**config.mk**
```make
export PLATFORM = sky130hd
export DESIGN_NAME = btn_step_pulse_gen
export DESIGN_NICKNAME = d
export VERILOG_FILES = /design/src/rtl/btn_step_pulse_gen.sv
export SDC_FILE = /design/constraint.sdc
export NUM_CORES = 1
export LEC_CHECK = 0
export ABC_AREA = 1
export CELL_PAD_IN_SITES_DETAIL_PLACEMENT = 0
export CELL_PAD_IN_SITES_GLOBAL_PLACEMENT = 1
export CORE_UTILIZATION = 35
export DETAILED_ROUTE_END_ITERATION = 6
export PLACE_DENSITY = 0.69
export SLEW_MARGIN = 20
export SYNTH_ARGS = -nofsm -noshare
export SYNTH_HDL_FRONTEND = slang
export SYNTH_SLANG_ARGS = --single-unit
```
**constraint.sdc**
```tcl
create_clock -name clk -period 1.5 [get_ports clk]
set_input_delay 0.3 -clock clk [delete_from_list [all_inputs] [get_ports clk]]
set_output_delay 0.3 -clock clk [all_outputs]
set_load 0.005 [all_outputs]
```
**src/rtl/btn_step_pulse_gen.sv**
```systemverilog
// Button front end: synchronizes and debounces up/down buttons and emits one step pulse per accepted press.
// Define STEP_AUTOREPEAT_EN to compile in the hold-to-repeat FSM and timer.
module btn_step_pulse_gen #(
    parameter int DEBOUNCE_CYCLES = 1_000_000,
    parameter int HOLD_CYCLES     = 50_000_000,
    parameter int REPEAT_CYCLES   = 20_000_000
) (
    input  logic clk,
    input  logic reset,
    input  logic btn_up,
    input  logic btn_dn,
    output logic pulse,
    output logic cnt_up,
    output logic up_level,
    output logic dn_level
);

    localparam int CW = $clog2(DEBOUNCE_CYCLES);
    localparam logic [CW-1:0] DB_LAST = CW'(DEBOUNCE_CYCLES - 1);

    if (DEBOUNCE_CYCLES < 2 || HOLD_CYCLES < 1 || REPEAT_CYCLES < 1) begin : g_param_check
        $error("btn_step_pulse_gen: DEBOUNCE_CYCLES must be >= 2, HOLD/REPEAT_CYCLES >= 1");
    end

    // Bit 0 is the up button, bit 1 the down button throughout.
    logic [1:0]    w_raw;
    logic [1:0]    r_sync1;
    logic [1:0]    r_sync2;
    logic [1:0]    r_lvl;
    logic [1:0]    r_lvl_q;
    logic [CW-1:0] r_db_cnt [2];
    logic          r_pulse;
    logic          r_cnt_up;
    logic [1:0]    w_rise;
    logic          w_acc_up;
    logic          w_acc_dn;
    logic          w_accept;
    logic          w_rpt_fire;

    assign w_raw = {btn_dn, btn_up};

    always_ff @(posedge clk) begin
        if (!reset) begin
            r_sync1 <= '0;
            r_sync2 <= '0;
            r_lvl   <= '0;
            r_lvl_q <= '0;
            for (int i = 0; i < 2; i++) begin
                r_db_cnt[i] <= '0;
            end
        end else begin
            r_sync1 <= w_raw;
            r_sync2 <= r_sync1;
            r_lvl_q <= r_lvl;
            for (int i = 0; i < 2; i++) begin
                if (r_sync2[i] == r_lvl[i]) begin
                    r_db_cnt[i] <= '0;
                end else if (r_db_cnt[i] == DB_LAST) begin
                    r_lvl[i]    <= r_sync2[i];
                    r_db_cnt[i] <= '0;
                end else begin
                    r_db_cnt[i] <= r_db_cnt[i] + 1'b1;
                end
            end
        end
    end

    // A press counts only if the other button is released after this edge, which
    // also rejects both buttons rising together.
    assign w_rise   = r_lvl & ~r_lvl_q;
    assign w_acc_up = w_rise[0] & ~r_lvl[1];
    assign w_acc_dn = w_rise[1] & ~r_lvl[0];
    assign w_accept = w_acc_up | w_acc_dn;

    always_ff @(posedge clk) begin
        if (!reset) begin
            r_pulse  <= 1'b0;
            r_cnt_up <= 1'b1;
        end else begin
            r_pulse <= w_accept | w_rpt_fire;
            if (w_accept) begin
                r_cnt_up <= w_acc_up;
            end
        end
    end

`ifdef STEP_AUTOREPEAT_EN
    localparam int TMAX = (HOLD_CYCLES > REPEAT_CYCLES) ? HOLD_CYCLES : REPEAT_CYCLES;
    localparam int TW   = (TMAX > 1) ? $clog2(TMAX) : 1;
    localparam logic [TW-1:0] HOLD_LAST = TW'(HOLD_CYCLES - 1);
    localparam logic [TW-1:0] RPT_LAST  = TW'(REPEAT_CYCLES - 1);

    typedef enum logic [1:0] {ST_IDLE, ST_HOLD, ST_REPEAT} state_t;

    state_t        r_state;
    state_t        w_state_nxt;
    logic [TW-1:0] r_timer;
    logic          w_tmr_clr;
    logic          w_held;
    logic          w_other;

    // The latched direction identifies which button is being held.
    assign w_held  = r_cnt_up ? r_lvl[0] : r_lvl[1];
    assign w_other = r_cnt_up ? r_lvl[1] : r_lvl[0];

    always_ff @(posedge clk) begin
        if (!reset) begin
            r_state <= ST_IDLE;
            r_timer <= '0;
        end else begin
            r_state <= w_state_nxt;
            if (w_tmr_clr || r_state == ST_IDLE) begin
                r_timer <= '0;
            end else begin
                r_timer <= r_timer + 1'b1;
            end
        end
    end

    always_comb begin
        w_state_nxt = r_state;
        w_tmr_clr   = 1'b0;
        w_rpt_fire  = 1'b0;
        if (w_accept) begin
            w_state_nxt = ST_HOLD;
            w_tmr_clr   = 1'b1;
        end else begin
            case (r_state)
                ST_IDLE: ;
                ST_HOLD: begin
                    if (!w_held || w_other) begin
                        w_state_nxt = ST_IDLE;
                        w_tmr_clr   = 1'b1;
                    end else if (r_timer == HOLD_LAST) begin
                        w_state_nxt = ST_REPEAT;
                        w_tmr_clr   = 1'b1;
                        w_rpt_fire  = 1'b1;
                    end
                end
                ST_REPEAT: begin
                    if (!w_held || w_other) begin
                        w_state_nxt = ST_IDLE;
                        w_tmr_clr   = 1'b1;
                    end else if (r_timer == RPT_LAST) begin
                        w_tmr_clr   = 1'b1;
                        w_rpt_fire  = 1'b1;
                    end
                end
                default: begin
                    w_state_nxt = ST_IDLE;
                    w_tmr_clr   = 1'b1;
                end
            endcase
        end
    end
`else
    assign w_rpt_fire = 1'b0;
`endif

    assign pulse    = r_pulse;
    assign cnt_up   = r_cnt_up;
    assign up_level = r_lvl[0];
    assign dn_level = r_lvl[1];

endmodule

```
## Word level (Yosys, flattened, before mapping)

Memory sizes are Yosys's and may differ from the RTL's.
Index checks and enable logic that the tools add are counted.

| word-level totals | value |
|---|---|
| bits in writable memories | 40 |
| input port bits | 4 |
| output and inout port bits | 4 |
| flip-flop bits (word level) | 10 |
| bits in latches | 0 |
| bits in read-only memories | 0 |
| memories | 1 |

Memory list:

| memory | words | bits a word | rd ports | clocked after Yosys merged registers in | write ports | RTL line | RTL |
|---|---|---|---|---|---|---|---|
| r_db_cnt | 2 | 20 | 2 | 0 | 2 | 31 | `logic [CW-1:0] r_db_cnt [2];` |

| cells by class | value |
|---|---|
| multiplexer cells | 29 |
| magnitude comparators | 0 |
| $add $sub $neg | 2 |
| bitwise operators | 15 |
| equality and inequality tests | 4 |
| divide/modulo/power cells | 0 |
| reductions and logical operators | 2 |
| shifts and indexed selects | 0 |
| multipliers | 0 |

Operator list:

| cell | count |
|---|---|
| 20-bit two-way mux | 6 |
| 20-bit by 1-bit adder with 20-bit output, second input constant | 2 |
| 20-bit == test, second input constant | 2 |
| 1-bit two-way mux | 23 |
| 1-bit bitwise OR | 7 |
| 1-bit inverter | 4 |
| 2-bit AND reduction | 2 |
| 1-bit AND | 2 |
| 2-bit AND | 1 |
| 1-bit == test | 2 |
| 2-bit inverter | 1 |

## Longest topological paths before layout

Gate-level depths: netlist of run 1.
An unclocked memory read counts as a cell.

| logic depth | value |
|---|---|
| depth in word-level cells | 8 |
| gate-level depth with buffers | 9 |

## Worst setup path after synthesis of run 1

No wires, ideal clock.

| timing | value |
|---|---|
| kind | flip-flop to flip-flop |
| from | mem r_db_cnt[1][0] (netlist bit) |
| to | mem r_db_cnt[1][11] (netlist bit) (data pin) |
| stages on the path, launching flop included | 10 |
| library setup time | 0.254 ns |
| arrival | 1.328 ns |
| path slack | -0.083 ns |
| buffers on the path | 1 |
| cell sequence | edfxtp_1 > ha_1 > nand3_4 > nor2_4 > nand2_2 > nor2_4 > nand2_1 > nand2_2 > buf_6 > nor2_1 |

RTL lines:

| what | RTL line |
|---|---|
| start, declared | 31 |

==> results of run 1 <==
power by group:
group	switching [mW]	total (mW)	internal (mW)	leakage [nW]
Clock	0.500	0.831	0.331	0.0484
Combinational	0.159	0.295	0.137	1.17
Sequential	0.0541	1.60	1.54	0.496
Total	0.712	2.72	2.01	1.71
stage by stage:
stage | area [um^2] | setup TNS (ns) | utilization, % | setup WS [ns] | instances
finish | 4310 | -2.71 | 54.9 | -0.115 | 594
global route | 4310 | -5.05 | 54.9 | -0.205 | 594
CTS | 3870 | -2.21 | 49.4 | -0.118 | 576
detailed placement | 3590 | -4.14 | 45.7 | -0.170 | 557
global placement | 3590 | -3.76 | 45.7 | -0.172 | 557
floorplan | 3060 | -0.111 | - | -0.00896 | 405
logic make-up after synthesis:
kind of cell	count (synthesis)
compound gates	23
xor+xnor	19
fa+ha+maj	2
buf+inv	44
flops	50
other cells	1
simple gates	227
area by class of cell:
class	instances	share of cell area, %
Multi-Input combinational cell	313	42.6
Sequential cell	50	32.7
Timing Repair Buffer	81	16.1
Inverter	40	3.49
Tap cell	102	2.96
Clock buffer	5	1.60
Clock inverter	3	0.465
critical path, cell delays in order, from the launching register on:
cell and delay [ns]:
edfxtp_1 0.41, ha_4 0.17, nand3_4 0.10, nor2_4 0.11, nand2_2 0.08, nor2_4 0.13, nand2_2 0.08, nand2_4 0.11
buf_12 0.14, a21oi_1 0.04
sequential cells by signal, indices dropped and copies added, names as in the netlist:
name      flops
cnt_up        1
pulse         1
r_db_cnt     40
r_lvl         2
r_lvl_q       2
r_sync1       2
r_sync2       2
per-layer routing:
metal	part of all wire, %	wire (um)
met3	3.0	222
met2	46	3380
met1	50	3680
met4	1.8	135
met5	0	0
how the worst max path moves through the flow:
stage / start / end / slack (ns) / cells after the start
2_1_floorplan: r_db_cnt[1][0]$_SDFFCE_PN0P_ / r_db_cnt[1][11]$_SDFFCE_PN0P_ / -0.009 / 9
3_3_place_gp: reset / r_db_cnt[0][15]$_SDFFCE_PN0P_ / -0.17 / 8
3_5_place_dp: reset / r_db_cnt[0][14]$_SDFFCE_PN0P_ / -0.17 / 6
4_1_cts: r_db_cnt[1][1]$_SDFFCE_PN0P_ / r_db_cnt[1][5]$_SDFFCE_PN0P_ / -0.12 / 9
5_1_grt: r_db_cnt[1][1]$_SDFFCE_PN0P_ / r_db_cnt[1][9]$_SDFFCE_PN0P_ / -0.21 / 9
6_report: r_db_cnt[1][1]$_SDFFCE_PN0P_ / r_db_cnt[1][6]$_SDFFCE_PN0P_ / -0.11 / 9
cell usage in the layout (no fill, tap or decap), drive strengths merged, types with 7 or more instances in the layout:
master  count
a21oi      16
buf        74
conb       40
dfxtp      10
edfxtp     40
inv        41
nand2      98
nand3      27
nand4       7
nor2       93
xnor2       8
xor2       11
repair_timing:
action                     in CTS  in global routing
pin swaps                       8                 28
gates cloned                    3                  0
setup buffers                   8                 18
setup endpoints to repair      41                 42
gates resized for setup        27                 79
==> key figures, run 1 <==
Status
  – Status: complete, but fails checks
  – Violated checks: negative setup slack

Cells and area
  – FILL cells: 782
  – Area delta synth->final: 49.4%
  – ANT cells: 0
  – Layout cell share with drive strength beyond 1: approximately a third
  – Sequential cell area: 0.00141 mm^2
  – Nets: 497
  – Area occupied by multi-input gates: roughly 0.0018 mm^2

Floorplanning
  – Core footprint: between 0.007 and 0.008 mm^2
  – Top-level port count: 8
  – Die area: approximately 0.0086 mm^2
  – Die H: between 90 and 100 um
  – Initial Util: a little under two fifths
  – Die span in x: 92.8 um
  – Placement row count: 32

Min path
  – Hold endpoint: r_sync2[0]$_SDFF_PN0_
  – Hold depth: 2
  – Worst min path class: flop to flop
  – Hold Startpoint: r_sync1[0]$_SDFF_PN0_

Clock tree
  – Bufs on Longest Clock Path: 2
  – CTS tree: built
  – # hold bufs at CTS: 0
  – TritonCTS Sinks: 50
  – Clock-pin transition on the worst setup and hold timing paths: ~0.1 ns
  – Num CTS Buffers: 5
  – H-tree Lvls: 2
  – Skew-Pair Late Insertion Delay: just over 0.3 ns
  – CTS root buffer: clkbuf_8

Setup path
  – CP Launch Type: flop
  – Worst endpoint required time: around 1.6 ns
  – Worst EP arrival: ~1.7 ns
  – Worst r2r src: r_db_cnt[1][1]$_SDFFCE_PN0P_
  – Cells on worst reg2reg path: 9
  – Critical path class: flop to flop
  – Crit Reg-Reg Endpoint: r_db_cnt[1][6]$_SDFFCE_PN0P_
  – Critical Path End Type: flop
  – Worst R2R Setup Slack: -0.11 ns
  – Worst Path Max Fanout: 10

Logic synthesis
  – Seq/Total Area, Yosys: 48.6%
  – Post-Synth Simple-Gate Area: between 30% and 40%
  – Multiplexer share of the synthesized area: 0%
  – Main combinational cell family by area after synthesis: simple AND/OR/NAND/NOR gates
  – Synth Register Bits: 50
  – Number of flops mapped to enable cells by yosys: 40
  – Main synth FF type: edfxtp_1
  – Top cell type by total area after synthesis: edfxtp_1
  – Synth top area cells: edfxtp_1 (42%), nand2_1 (12%), nor2_1 (11%)
  – Adder-cell share of the synthesized area: less than 1%
  – Synth top cells by count: nand2_1 (93), nor2_1 (87), edfxtp_1 (40), inv_1 (40), nand3_1 (23)
  – Post-Syn Area: ~0.0029 mm^2
  – Mean Syn Cell Area: between 7 and 8 um^2
  – Post-Synthesis Cells: around 370
  – Yosys top cell area share: approximately two fifths
  – Netlist cell types: 25
  – Most frequent cell after synthesis: nand2_1
  – Number of synthesis warnings: 0
  – Post-synthesis xor/xnor area fraction: just under 6%
  – Compound-gate portion of the synthesized area: 4.17%
  – Post-synth ARST share: 0%

Place
  – Routability cong.: 0.789
  – IO Port Bufs: 7
  – Detailed placement HPWL: 4760 um

STA
  – Min Tclk post-route: ~1.6 ns
  – Final Max Slew Viols: 0
  – Final Cycle Share: 108%
  – FMAX: 619 MHz
  – RSZ-0062 raised after global routing: yes
  – Clk_skew: between 0.007 and 0.008 ns
  – Worst hold slack: ~0.42 ns
  – Setup ws final: -0.115 ns
  – Final hold violations: 0
  – # setup viols final: 39

Route
  – DR vias: 2700
  – Post-DRT Antenna Nets: 0
  – Drt total wl: ~7400 um
  – 1st-iter DRT viols: approximately 110
  – WL/cell: between 10 and 15 um
  – 1st-pass router iterations: 5
  – Routed vias/inst: ~4.5
  – DRC: 0

Global route
  – Total Routing Usage GR: 17.3%
  – GR Util met2: 26.3%
  – First-pass GRT wire length: about 11000 um
  – Met3 Use GR: 2.46%
  – Remaining Overflow, GRT: 0
  – Met1 Use GR: 25.2%
  – Largest net degree at the start of global routing: 17
  – Top Usage Layer GRT: met2
  – Antenna violations before repair: 0
  – Number of global-route vias before repair: around 2400

Pwr
  – Worst ir drop on vdd: 0.381 mV
  – Static Leak: 1.71 nW
  – PD cells: about 630 mW/mm^2
  – Pwr Total: ~2.7 mW

Flow run
  – Max Cap Violations: 0
No activity file was read; power rests on OpenSTA's default activity.
==> run 2, diff against run 1 <==
- PLACE_DENSITY: 0.69 -> not set
- PLACE_DENSITY_LB_ADDON: not set -> 0.1
- SKIP_CTS_REPAIR_TIMING: not set -> 1
==> run 2 against run 1 <==
Compared with the run above:
- the run still ends with negative setup slack left
- sequential cell count unchanged
- register-to-register slack better by 0.02 ns
- maximum frequency grew 1.0%
- first-iteration DRC count fell by 0.94%
- clock-buffer cell count is 1 higher
- die area did not move
- setup slack better by 0.017 ns
- utilization is 3.3 points lower
- combinational power fell by 13%
- largest power group unchanged
- sequential power hardly changed
- clock power shrank 3.2%
- critical path type unchanged
==> key figures, run 2 (synthesized netlist as in run 1, its figures left out) <==
Pwr
  – Sw frac: 25.0%
  – Worst ir drop on vdd: between 0.4 and 0.5 mV
  – Share of power burned in registers: approximately 60%
  – Psw: 0.663 mW
  – Static Leak: 1.64 nW
  – PD cells: ~660 mW/mm^2
  – Part of the power in the clock network: between 30% and 40%
  – Combinational share of power: 9.6%
  – Pwr Total: roughly 2.7 mW
  – Internal Power: 1.99 mW

Status
  – Status: complete, but fails checks
  – Violated checks: negative setup slack

STA
  – Final Max Slew Viols: 0
  – Clk_skew: around 0.0064 ns
  – Min Tclk post-route: about 1.6 ns
  – Final Cycle Share: 107%
  – RSZ-0062 raised after global routing: yes
  – Setup ws final: -0.0982 ns
  – # setup viols final: 35
  – Final hold violations: 0
  – FMAX: ~630 MHz

Clock tree
  – Clock-pin transition on the worst setup and hold timing paths: around 0.10 ns
  – Num CTS Buffers: 5
  – H-tree Lvls: 2
  – TritonCTS Sinks: 50
  – Skew-Pair Late Insertion Delay: 0.30 ns
  – CTS tree: built
  – CTS root buffer: clkbuf_8
  – Bufs on Longest Clock Path: 2

Cells and area
  – Post-Layout Inst Area: approximately 0.0040 mm^2
  – Most flop-heavy register: r_db_cnt
  – Largest register FFs: 40
  – Area delta synth->final: 40.5%
  – ANT cells: 0
  – FILL cells: just over 800
  – Most common cell after layout, fill and taps aside: nand2_1
  – Most frequent cells in the layout: nand2_1 (85), nor2_1 (66), buf_4 (54)
  – Nets: around 480
  – Layout cell share with drive strength beyond 1: between 20 and 30%

Floorplanning
  – Core footprint: 0.00785 mm^2
  – Placement row count: 32
  – Top-level port count: 8
  – Die span in x: a little over 90 um
  – Die H: 92.8 um
  – Die area: about 0.0086 mm^2
  – Initial Util: 36.7%

Global route
  – GR Util met2: between 20% and 30%
  – Total Routing Usage GR: roughly 16%
  – Top Usage Layer GRT: met2
  – Met3 Use GR: about 2.5%
  – Number of global-route vias before repair: between 2000 and 2500
  – Antenna violations before repair: 0
  – First-pass GRT wire length: 11200 um
  – Remaining Overflow, GRT: 0
  – Met1 Use GR: around 24%
  – Largest net degree at the start of global routing: 18

Setup path
  – Critical Path End Type: flop
  – Worst Path Max Fanout: 6
  – Worst EP arrival: about 1.7 ns
  – Worst endpoint required time: around 1.6 ns
  – CP Launch Type: flop
  – Critical path class: flop to flop

Place
  – Area post-placement: 0.00355 mm^2
  – IO Port Bufs: 7
  – Routability cong.: approximately 0.76
  – Detailed placement HPWL: between 4000 and 5000 um

Route
  – 1st-iter DRT viols: 105
  – DR vias: 2555
  – Drt total wl: between 6000 and 7000 um
  – WL/cell: 11.6 um
  – Post-DRT Antenna Nets: 0
  – 1st-pass router iterations: 4
  – Routed vias/inst: about 4.4
  – DRC: 0

Min path
  – Worst min path class: flop to flop

Flow run
  – Max Cap Violations: 0
-- run 2: cell count changes in the layout (fill, tap and decap cells not counted), moves of 2 or more --
| cell | change |
|---|---|
| nor2_1 | +11 |
| buf_4 | -10 |
| nor2_4 | -8 |
| nand2_1 | +6 |
| nand2_2 | -4 |
| nor2_2 | -3 |
| buf_12 | -2 |
| dlymetal6s2s_1 | +2 |
-- run 2: worst paths after layout --
path	endpoint	slack, ns	cells past startpoint	from
max	r_db_cnt[0][18]$_SDFFCE_PN0P_	-0.1	6	r_db_cnt[0][2]$_SDFFCE_PN0P_
min	r_sync2[1]$_SDFF_PN0_	0.42	2	r_sync1[1]$_SDFF_PN0_
max reg2reg	r_db_cnt[0][18]$_SDFFCE_PN0P_	-0.1	6	r_db_cnt[0][2]$_SDFFCE_PN0P_
min reg2reg	r_sync2[1]$_SDFF_PN0_	0.42	2	r_sync1[1]$_SDFF_PN0_
-- run 2: worst max-delay path: stages (launching register included) --
cell	delay (ns)
edfxtp_1	0.55
nand3_4	0.16
nor2_4	0.18
nand3_4	0.17
buf_4	0.18
nand3_2	0.07
nor2_1	0.04
-- run 2: metrics by stage --
stage	TNS (ns)	setup WS, ns	hold WS, ns	utilization [%]	std cells
4_1_cts	-2.17	-0.167	0.422	46.4	562
6_report	-0.982	-0.0982	0.418	51.6	581
5_1_grt	-4.76	-0.199	0.449	51.6	581
3_3_place_gp	-3.03	-0.185	0.393	45.3	554
2_1_floorplan	-0.111	-0.00896	0.390	-	405
3_5_place_dp	-3.45	-0.153	0.401	45.3	554
-- run 2: area by class of cell --
type	instances	area (um^2)	area share [%]
timing repair buffer	68	559	13.8
tap	102	128	3.15
clock buffer	6	72.6	1.79
inverter	40	150	3.71
clock inverter	2	13.8	0.340
sequential	50	1410	34.8
multi-input combinational	313	1720	42.4
-- run 2: routing by layer --
layer	wire [um]	part of all wire (%)
met1	3570	53
met2	2930	43
met3	203	3.0
met4	55	0.81
met5	0	0
-- run 2: power by group through the flow --
stage	Combinational (mW)	Sequential [mW]	Clock, mW
floorplan	0.117	1.62	0
detailed placement	0.199	1.63	0
global placement	0.198	1.63	0
finish	0.256	1.60	0.804
CTS	0.201	1.60	0.843
global route	0.289	1.60	0.871
==> run 3, diff against run 2 <==
- PLACE_DENSITY: not set -> 0.74
- PLACE_DENSITY_LB_ADDON: 0.1 -> not set
- SETUP_SLACK_MARGIN: not set -> 0.02
==> run 3 against run 2 <==
Compared with the run above:
- the run still ends with negative setup slack left
- setup slack gained 0.0034 ns
- global-route usage is 0.73 points lower
- register-to-register slack hardly changed
- critical path depth grew 3
- utilization rose by 1.0 points
- worst hold slack worse by 0.00052 ns
- critical endpoint is now r_db_cnt[1][3]$_SDFFCE_PN0P_
- largest power group unchanged
- highest routed layer unchanged
==> key figures, run 3 (synthesized netlist as in run 1, its figures left out) <==
Route
  – DRC: 0
  – Post-DRT Antenna Nets: 0
  – 1st-iter DRT viols: 83
  – Drt total wl: ~6900 um
  – WL/cell: 11.9 um
  – Routed vias/inst: 4.48
  – DR vias: 2603
  – 1st-pass router iterations: 4

Floorplanning
  – Die H: roughly 93 um
  – Core footprint: roughly 0.008 mm^2
  – Placement row count: 32
  – Die span in x: 92.8 um
  – Die area: 0.00860 mm^2
  – Initial Util: between 30% and 40%
  – Top-level port count: 8

Place
  – Routability cong.: around 0.86
  – Placed cells: 559
  – Pre-CTS setup slack: -0.173 ns
  – IO Port Bufs: 7
  – Detailed placement HPWL: roughly 4700 um

Cells and area
  – Area delta synth->final: 43.2%
  – Post-layout util: between 50 and 60%
  – Cell Count, Final, Fillers Out: slightly below 600
  – Largest register FFs: 40
  – Most flop-heavy register: r_db_cnt
  – ANT cells: 0
  – Nets: between 400 and 500
  – Most frequent cells in the layout: nand2_1 (87), nor2_1 (61), buf_4 (54)
  – FILL cells: between 800 and 900
  – Most common cell after layout, fill and taps aside: nand2_1
  – Layout cell share with drive strength beyond 1: between 20% and 30%

Global route
  – Remaining Overflow, GRT: 0
  – First-pass GRT wire length: roughly 11000 um
  – Antenna violations before repair: 0
  – Largest net degree at the start of global routing: 21
  – Total Routing Usage GR: 15.8%
  – Number of global-route vias before repair: approximately 2400

Setup path
  – CP Launch Type: flop
  – Worst endpoint required time: 1.57 ns
  – Worst EP arrival: between 1.5 and 2 ns
  – Worst R2R Setup Slack: -0.09 ns
  – Critical path startpoint: r_db_cnt[1][1]$_SDFFCE_PN0P_
  – Worst Path Max Fanout: 5
  – Worst r2r src: r_db_cnt[1][1]$_SDFFCE_PN0P_
  – Cells on worst reg2reg path: 9
  – Crit path capture: r_db_cnt[1][3]$_SDFFCE_PN0P_
  – Critical Path End Type: flop
  – Critical path class: flop to flop
  – Crit Reg-Reg Endpoint: r_db_cnt[1][3]$_SDFFCE_PN0P_

STA
  – RSZ-0062 raised after global routing: yes
  – Setup ws final: -0.0949 ns
  – Final Cycle Share: 106%
  – Clk_skew: 0.00899 ns
  – Final hold violations: 0
  – FMAX: 627 MHz
  – # setup viols final: 35
  – Final Max Slew Viols: 0
  – Min Tclk post-route: 1.59 ns

Status
  – Violated checks: negative setup slack
  – Status: complete, but fails checks

Clock tree
  – H-tree Lvls: 2
  – Skew-Pair Late Insertion Delay: 0.31 ns
  – CTS root buffer: clkbuf_8
  – Bufs on Longest Clock Path: 2
  – TritonCTS Sinks: 50
  – CTS tree: built
  – Clock-pin transition on the worst setup and hold timing paths: approximately 0.090 ns
  – Num CTS Buffers: 5

Pwr
  – Static Leak: 1.66 nW
  – Pwr Total: 2.76 mW
  – PD cells: 668 mW/mm^2
  – Worst ir drop on vdd: approximately 0.43 mV

Flow run
  – Max Cap Violations: 0

Min path
  – Worst min path class: flop to flop
[run 3: layout make-up]
cell class | instances | area [um^2] | area share [%]
sequential | 50 | 1410 | 34.2
multi-input combinational | 313 | 1730 | 41.9
clock buffer | 7 | 97.6 | 2.36
tap | 102 | 128 | 3.09
inverter | 40 | 150 | 3.64
timing repair buffer | 68 | 604 | 14.6
clock inverter | 1 | 7.51 | 0.182
[run 3: power by group]
part / internal, mW / switching, mW
clock: 0.432 / 0.481
combinational: 0.114 / 0.140
sequential: 1.54 / 0.0499
[run 3: stage by stage]
step           cell area [um^2]  TNS (ns)  hold WS (ns)
2_1_floorplan              3070    -0.111         0.390
3_3_place_gp               3620     -3.50         0.392
3_5_place_dp               3620     -4.04         0.397
4_1_cts                    3730     -2.49         0.420
5_1_grt                    4130     -4.65         0.435
6_report                   4130     -1.75         0.418
[run 3: worst min-delay path by stage]
stage | from | end | slack (ns) | cells past startpoint
after global routing | r_sync1[0]$_SDFF_PN0_ | r_sync2[0]$_SDFF_PN0_ | 0.43 | 2
after floorplan | r_sync1[0]$_SDFF_PN0_ | r_sync2[0]$_SDFF_PN0_ | 0.39 | 2
final | r_sync1[0]$_SDFF_PN0_ | r_sync2[0]$_SDFF_PN0_ | 0.42 | 2
after CTS | r_sync1[0]$_SDFF_PN0_ | r_sync2[0]$_SDFF_PN0_ | 0.42 | 2
after global placement | r_sync1[0]$_SDFF_PN0_ | r_sync2[0]$_SDFF_PN0_ | 0.39 | 2
after detailed placement | r_sync1[0]$_SDFF_PN0_ | r_sync2[0]$_SDFF_PN0_ | 0.40 | 2
[run 3: layer usage]
layer,vias to the layer above,track usage [%],wire length [um]
met2,32,24.1,3070
met3,6,2.46,157
met5,-,0,0
met1,1205,22.7,3590
met4,0,5.00,87
li1,1360,-,-
[run 3: critical path, stage by stage, from the launching register on]
cell	delay, ns
edfxtp_1	0.40
ha_4	0.17
nand3_4	0.09
nor2_4	0.11
nand2_2	0.07
nor2_4	0.10
nand2_2	0.07
nand2_4	0.12
clkbuf_16	0.17
nor2_1	0.04
==> RTL change 1: new RTL, config.mk and constraints of run 3 <==
Put a register stage on the outputs `up_level` and `dn_level`, with the module's reset. The values now appear one clock later. The other outputs are not delayed to match.
--- a/src/rtl/btn_step_pulse_gen.sv
+++ b/src/rtl/btn_step_pulse_gen.sv
@@ -159,8 +159,15 @@
 
     assign pulse    = r_pulse;
     assign cnt_up   = r_cnt_up;
-    assign up_level = r_lvl[0];
-    assign dn_level = r_lvl[1];
+    always_ff @(posedge clk) begin
+        if (!reset) begin
+            up_level <= '0;
+            dn_level <= '0;
+        end else begin
+            up_level <= r_lvl[0];
+            dn_level <= r_lvl[1];
+        end
+    end
 
 endmodule
 
Check against the original RTL: same outputs for any inputs over 10 cycles, from zero or initial values and one cycle with reset low; that may be too few to reach the edited logic, so the function may still have changed.
==> RTL change 1 against run 3 <==
  * The run still ends with setup timing left
  * Core utilization up 0.20 points
  * Total power down 3.8%
  * Clock power down 13%
  * Design area down 0.64%
  * Routed wire length down 2.8%
  * Area after synthesis down 1.6%
  * Sequential cell count unchanged
  * Setup slack better by 9.8 ps
  * Combinational power up 6%
  * Highest routed layer unchanged
==> RTL change 1: results <==
placed_design:
  pre_cts_slack_ps: -246.7
  dp_hpwl_mm: 4.771
  dpl_cell_area_sq_um: 3591
  globalplace.congestion: 0.8386
pwr:
  internal_power_uw: 1999
  p_leak_uw: 0.001674
  ir_drop_uv: 350.1
cells_and_area:
  largest_reg_flops: 40
  drive_gt1_share_pct: 28.40
  nets: 491
logic_synthesis:
  ys_warn_count: 0
  synth_cell_type_count: 26
  synth_xor_area_share_pct: 5.556
  netlist_top_cells_count: "90 x nand2_1, 86 x nor2_1, 41 x inv_1"
  synth_seq_area_share_pct: 49.38
  ys.flop_type: "edfxtp_1"
  synth_compound_area_share_pct: 4.145
  synth_enable_flop_cells: 40
  synthAdderAreaFrac_pct: 0.8818
  yosys-top-cells-area: "edfxtp_1 42%, nand2_1 12%, nor2_1 11%, dfxtp_1 7.1%, inv_1 5.4%"
run_status:
  status: "complete, but fails checks"
  violations: "setup timing"
global_route:
  grt_max_degree: 20
  grt_pass1_vias: 2386
  track_usage_pct: 15.75
  grt_pass1_wl_mm: 10.50
setup_path:
  crit_family: "simple AND/OR/NAND/NOR gates"
clock_network:
  cts_root_buf: "clkbuf_8"
  htreeDepth: 2
sta:
  finalSetupViolCount: 20
  fin_skew_ps: 11.12
  layout_setup_ws_ps: -85.01
routing:
  wirelength_mm: 6.709
  via_count: 2578
  drt-initial-drc-count: 61
[RTL change 1: cell types whose count changed after synthesis, sizes merged]
cell,delta
nand3b,-1
and2,+1
nor3,+1
buf,-1
or3,+1
nand2,-2
nor2,-4
inv,+1
a21oi,+1
o21bai,-1
nand3,+2
xor2,-1
[RTL change 1: power groups by stage]
stage	logic, uW	registers [uW]	clock network [uW]
detailed placement	207	1620	0
finish	269	1590	797
global placement	204	1620	0
floorplan	115	1620	0
CTS	209	1590	839
global route	301	1600	882
[RTL change 1: area by class of cell]
type	instances	area, sq um
fill	766	3666
multi-input combinational	311	1702
sequential	50	1404
timing repair buffer	76	628.1
inverter	41	153.9
tap	102	127.6
clock buffer	6	72.57
clock inverter	2	13.76
[RTL change 1: worst paths after layout]
kind	endpoint	slack, ps	from	depth (start not counted)
setup / recovery	r_db_cnt[1][13]	-90	r_db_cnt[1][0]	8
hold reg to reg	r_sync2[0]	420	r_sync1[0]	2
hold / removal	r_sync2[0]	420	r_sync1[0]	2
setup reg to reg	r_db_cnt[1][13]	-90	r_db_cnt[1][0]	8
[RTL change 1: metal layers]
layer | GRT usage, % | wire length (um) | part of all wire (%) | vias up
li1 | - | - | - | 1371
met1 | 18.49 | 2925 | 44 | 1179
met2 | 28.42 | 3566 | 53 | 20
met3 | 3.234 | 128 | 1.9 | 8
met4 | 5.208 | 89 | 1.3 | 0
met5 | 0 | 0 | 0 | -
[RTL change 1: logic make-up after synthesis]
family / count (synthesis)
other: 1
buffers and inverters: 44
flip-flops: 50
AND/OR/NAND/NOR: 225
adder cells (fa/ha/maj): 2
AO/OA/AOI/OAI: 23
XOR/XNOR: 18
[RTL change 1: metrics by stage]
stage	utilization (%)	total power, uW	cells	TNS (ps)
3_5_place_dp	46.23	1829	558	-6695
6_report	52.80	2654	588	-1454
3_3_place_gp	46.23	1823	558	-5002
5_1_grt	52.80	2778	588	-4197
2_1_floorplan	-	1736	402	-495.2
4_1_cts	47.34	2637	566	-4229
[RTL change 1: tightest hold or removal path: stages, from the launching register on]
cell     delay [ps]
dfxtp_1         310
nand2_1          50
inv_1            30
==> RTL change 2: new RTL, settings of run 3 <==
Made on the original files. Set the parameter `DEBOUNCE_CYCLES` to 2_000_000 (it was 1_000_000).
--- a/src/rtl/btn_step_pulse_gen.sv
+++ b/src/rtl/btn_step_pulse_gen.sv
@@ -1,7 +1,7 @@
 // Button front end: synchronizes and debounces up/down buttons and emits one step pulse per accepted press.
 // Define STEP_AUTOREPEAT_EN to compile in the hold-to-repeat FSM and timer.
 module btn_step_pulse_gen #(
-    parameter int DEBOUNCE_CYCLES = 1_000_000,
+    parameter int DEBOUNCE_CYCLES = 2_000_000,
     parameter int HOLD_CYCLES     = 50_000_000,
     parameter int REPEAT_CYCLES   = 20_000_000
 ) (
Check against the original RTL: no difference found for any inputs over 10 cycles, from zero or initial values and one cycle with reset low; that may be too few to reach the edited logic, so the function may still have changed.
==> RTL change 2 against run 3 <==
  * The run still ends with setup timing left
  * Area after synthesis is 2.8% higher
  * Design area decreased by 2.6%
  * Via count decreased by 6.2%
  * Setup slack improved by 72 ps
  * Routed wire length decreased by 11%
  * Total power rose by 1.7%
  * Worst hold slack gained 2.2 ps
  * Sequential cell count is 2 higher
  * Largest cell class unchanged
==> RTL change 2: results <==
routing:
  wirelength_mm: 6.116
  vias_per_cell: 4.292
  drt-initial-drc-count: 98
cells_and_area:
  nets: 469
  largest_reg_flops: 42
  drive_gt1_share_pct: 25.65
placed_design:
  pre_cts_slack_ps: -149.5
  dp_hpwl_mm: 4.212
  globalplace.congestion: 0.7783
sta:
  fin_skew_ps: 9.042
  finalSetupViolCount: 14
  layout_setup_ws_ps: -23.31
pwr:
  ir_drop_uv: 501.1
run_status:
  violations: "setup timing"
  status: "complete, but fails checks"
setup_path:
  crit_fanout: 4
  max_stage_delay_ps: 430
logic_synthesis:
  synth_seq_area_share_pct: 49.30
  yosys-top-cells-area: "edfxtp_1 43%, nand2_1 12%, nor2_1 10%, dfxtp_1 6.8%, xor2_1 4.4%"
  synth_cell_type_count: 27
  synth_enable_flop_cells: 42
  netlist_top_cells_count: "98 x nand2_1, 81 x nor2_1, 42 x edfxtp_1"
global_route:
  grt_max_degree: 22
  grt_pass1_wl_mm: 9.446
  grt_pass1_vias: 2150
  track_usage_pct: 13.72
clock_network:
  cts_buffer_depth: 2
## RTL change 2: report_power, final
part / leakage (uW) / switching [uW] / total, uW / internal [uW]
clock network: 0.0000566 / 485 / 914 / 429
registers: 0.000516 / 45.0 / 1650 / 1610
logic: 0.00109 / 128 / 240 / 112
## RTL change 2: per-stage QoR
stage | instance area (sq um) | total power (uW) | hold slack, ps | TNS [ps] | cells
after floorplan | 3138 | 1804 | 390.5 | 0 | 400
after global placement | 3623 | 1886 | 396.2 | -3060 | 548
after detailed placement | 3623 | 1891 | 403.4 | -4183 | 548
after CTS | 3729 | 2810 | 425.5 | -968.2 | 556
after global routing | 4019 | 2927 | 438.6 | -3366 | 569
final | 4019 | 2804 | 420.0 | -149.8 | 569
## RTL change 2: worst paths after layout
path | startpoint | endpoint | slack (ps) | cells past startpoint
setup reg to reg | r_db_cnt[0][0] | r_db_cnt[0][20] | -20 | 8
setup / recovery | r_db_cnt[0][0] | r_db_cnt[0][20] | -20 | 8
hold / removal | r_sync1[0] | r_sync2[0] | 420 | 2
hold reg to reg | r_sync1[0] | r_sync2[0] | 420 | 2
## RTL change 2: cells by family after synthesis
logic type      count (synthesis)  share of synthesized area [%]
fa+ha+maj                       2                         0.8441
simple gates                  226                          33.77
compound gates                 17                          3.335
other cells                     1                         0.1265
xor+xnor                       23                          6.796
flops                          52                          49.30
buf+inv                        38                          5.825
## RTL change 2: metal layers
| layer | part of all wire [%] | global-route usage, % | routed length [um] | vias to the layer above |
|---|---|---|---|---|
| met3 | 2.6 | 1.699 | 157 | 8 |
| met2 | 46 | 21.35 | 2791 | 32 |
| met1 | 50 | 19.29 | 3078 | 1098 |
| met4 | 1.5 | 5.385 | 89 | 0 |
| li1 | - | - | - | 1304 |
| met5 | 0 | 0 | 0 | - |
## RTL change 2: worst max-delay path: cells and delay by family, from the launching register on
kind / cells / cell delay, ps
adder cells (fa/ha/maj): 1 / 170
AND/OR/NAND/NOR: 7 / 690
flip-flops: 1 / 430
## RTL change 2: area by class of cell
type                            count  area [sq um]
Multi-Input combinational cell    310          1642
Tap cell                          105         131.4
Fill cell                         814          4198
Timing Repair Buffer               61         544.3
Clock buffer                        6         93.84
Sequential cell                    52          1470
Inverter                           33         126.4
Clock inverter                      2         11.26
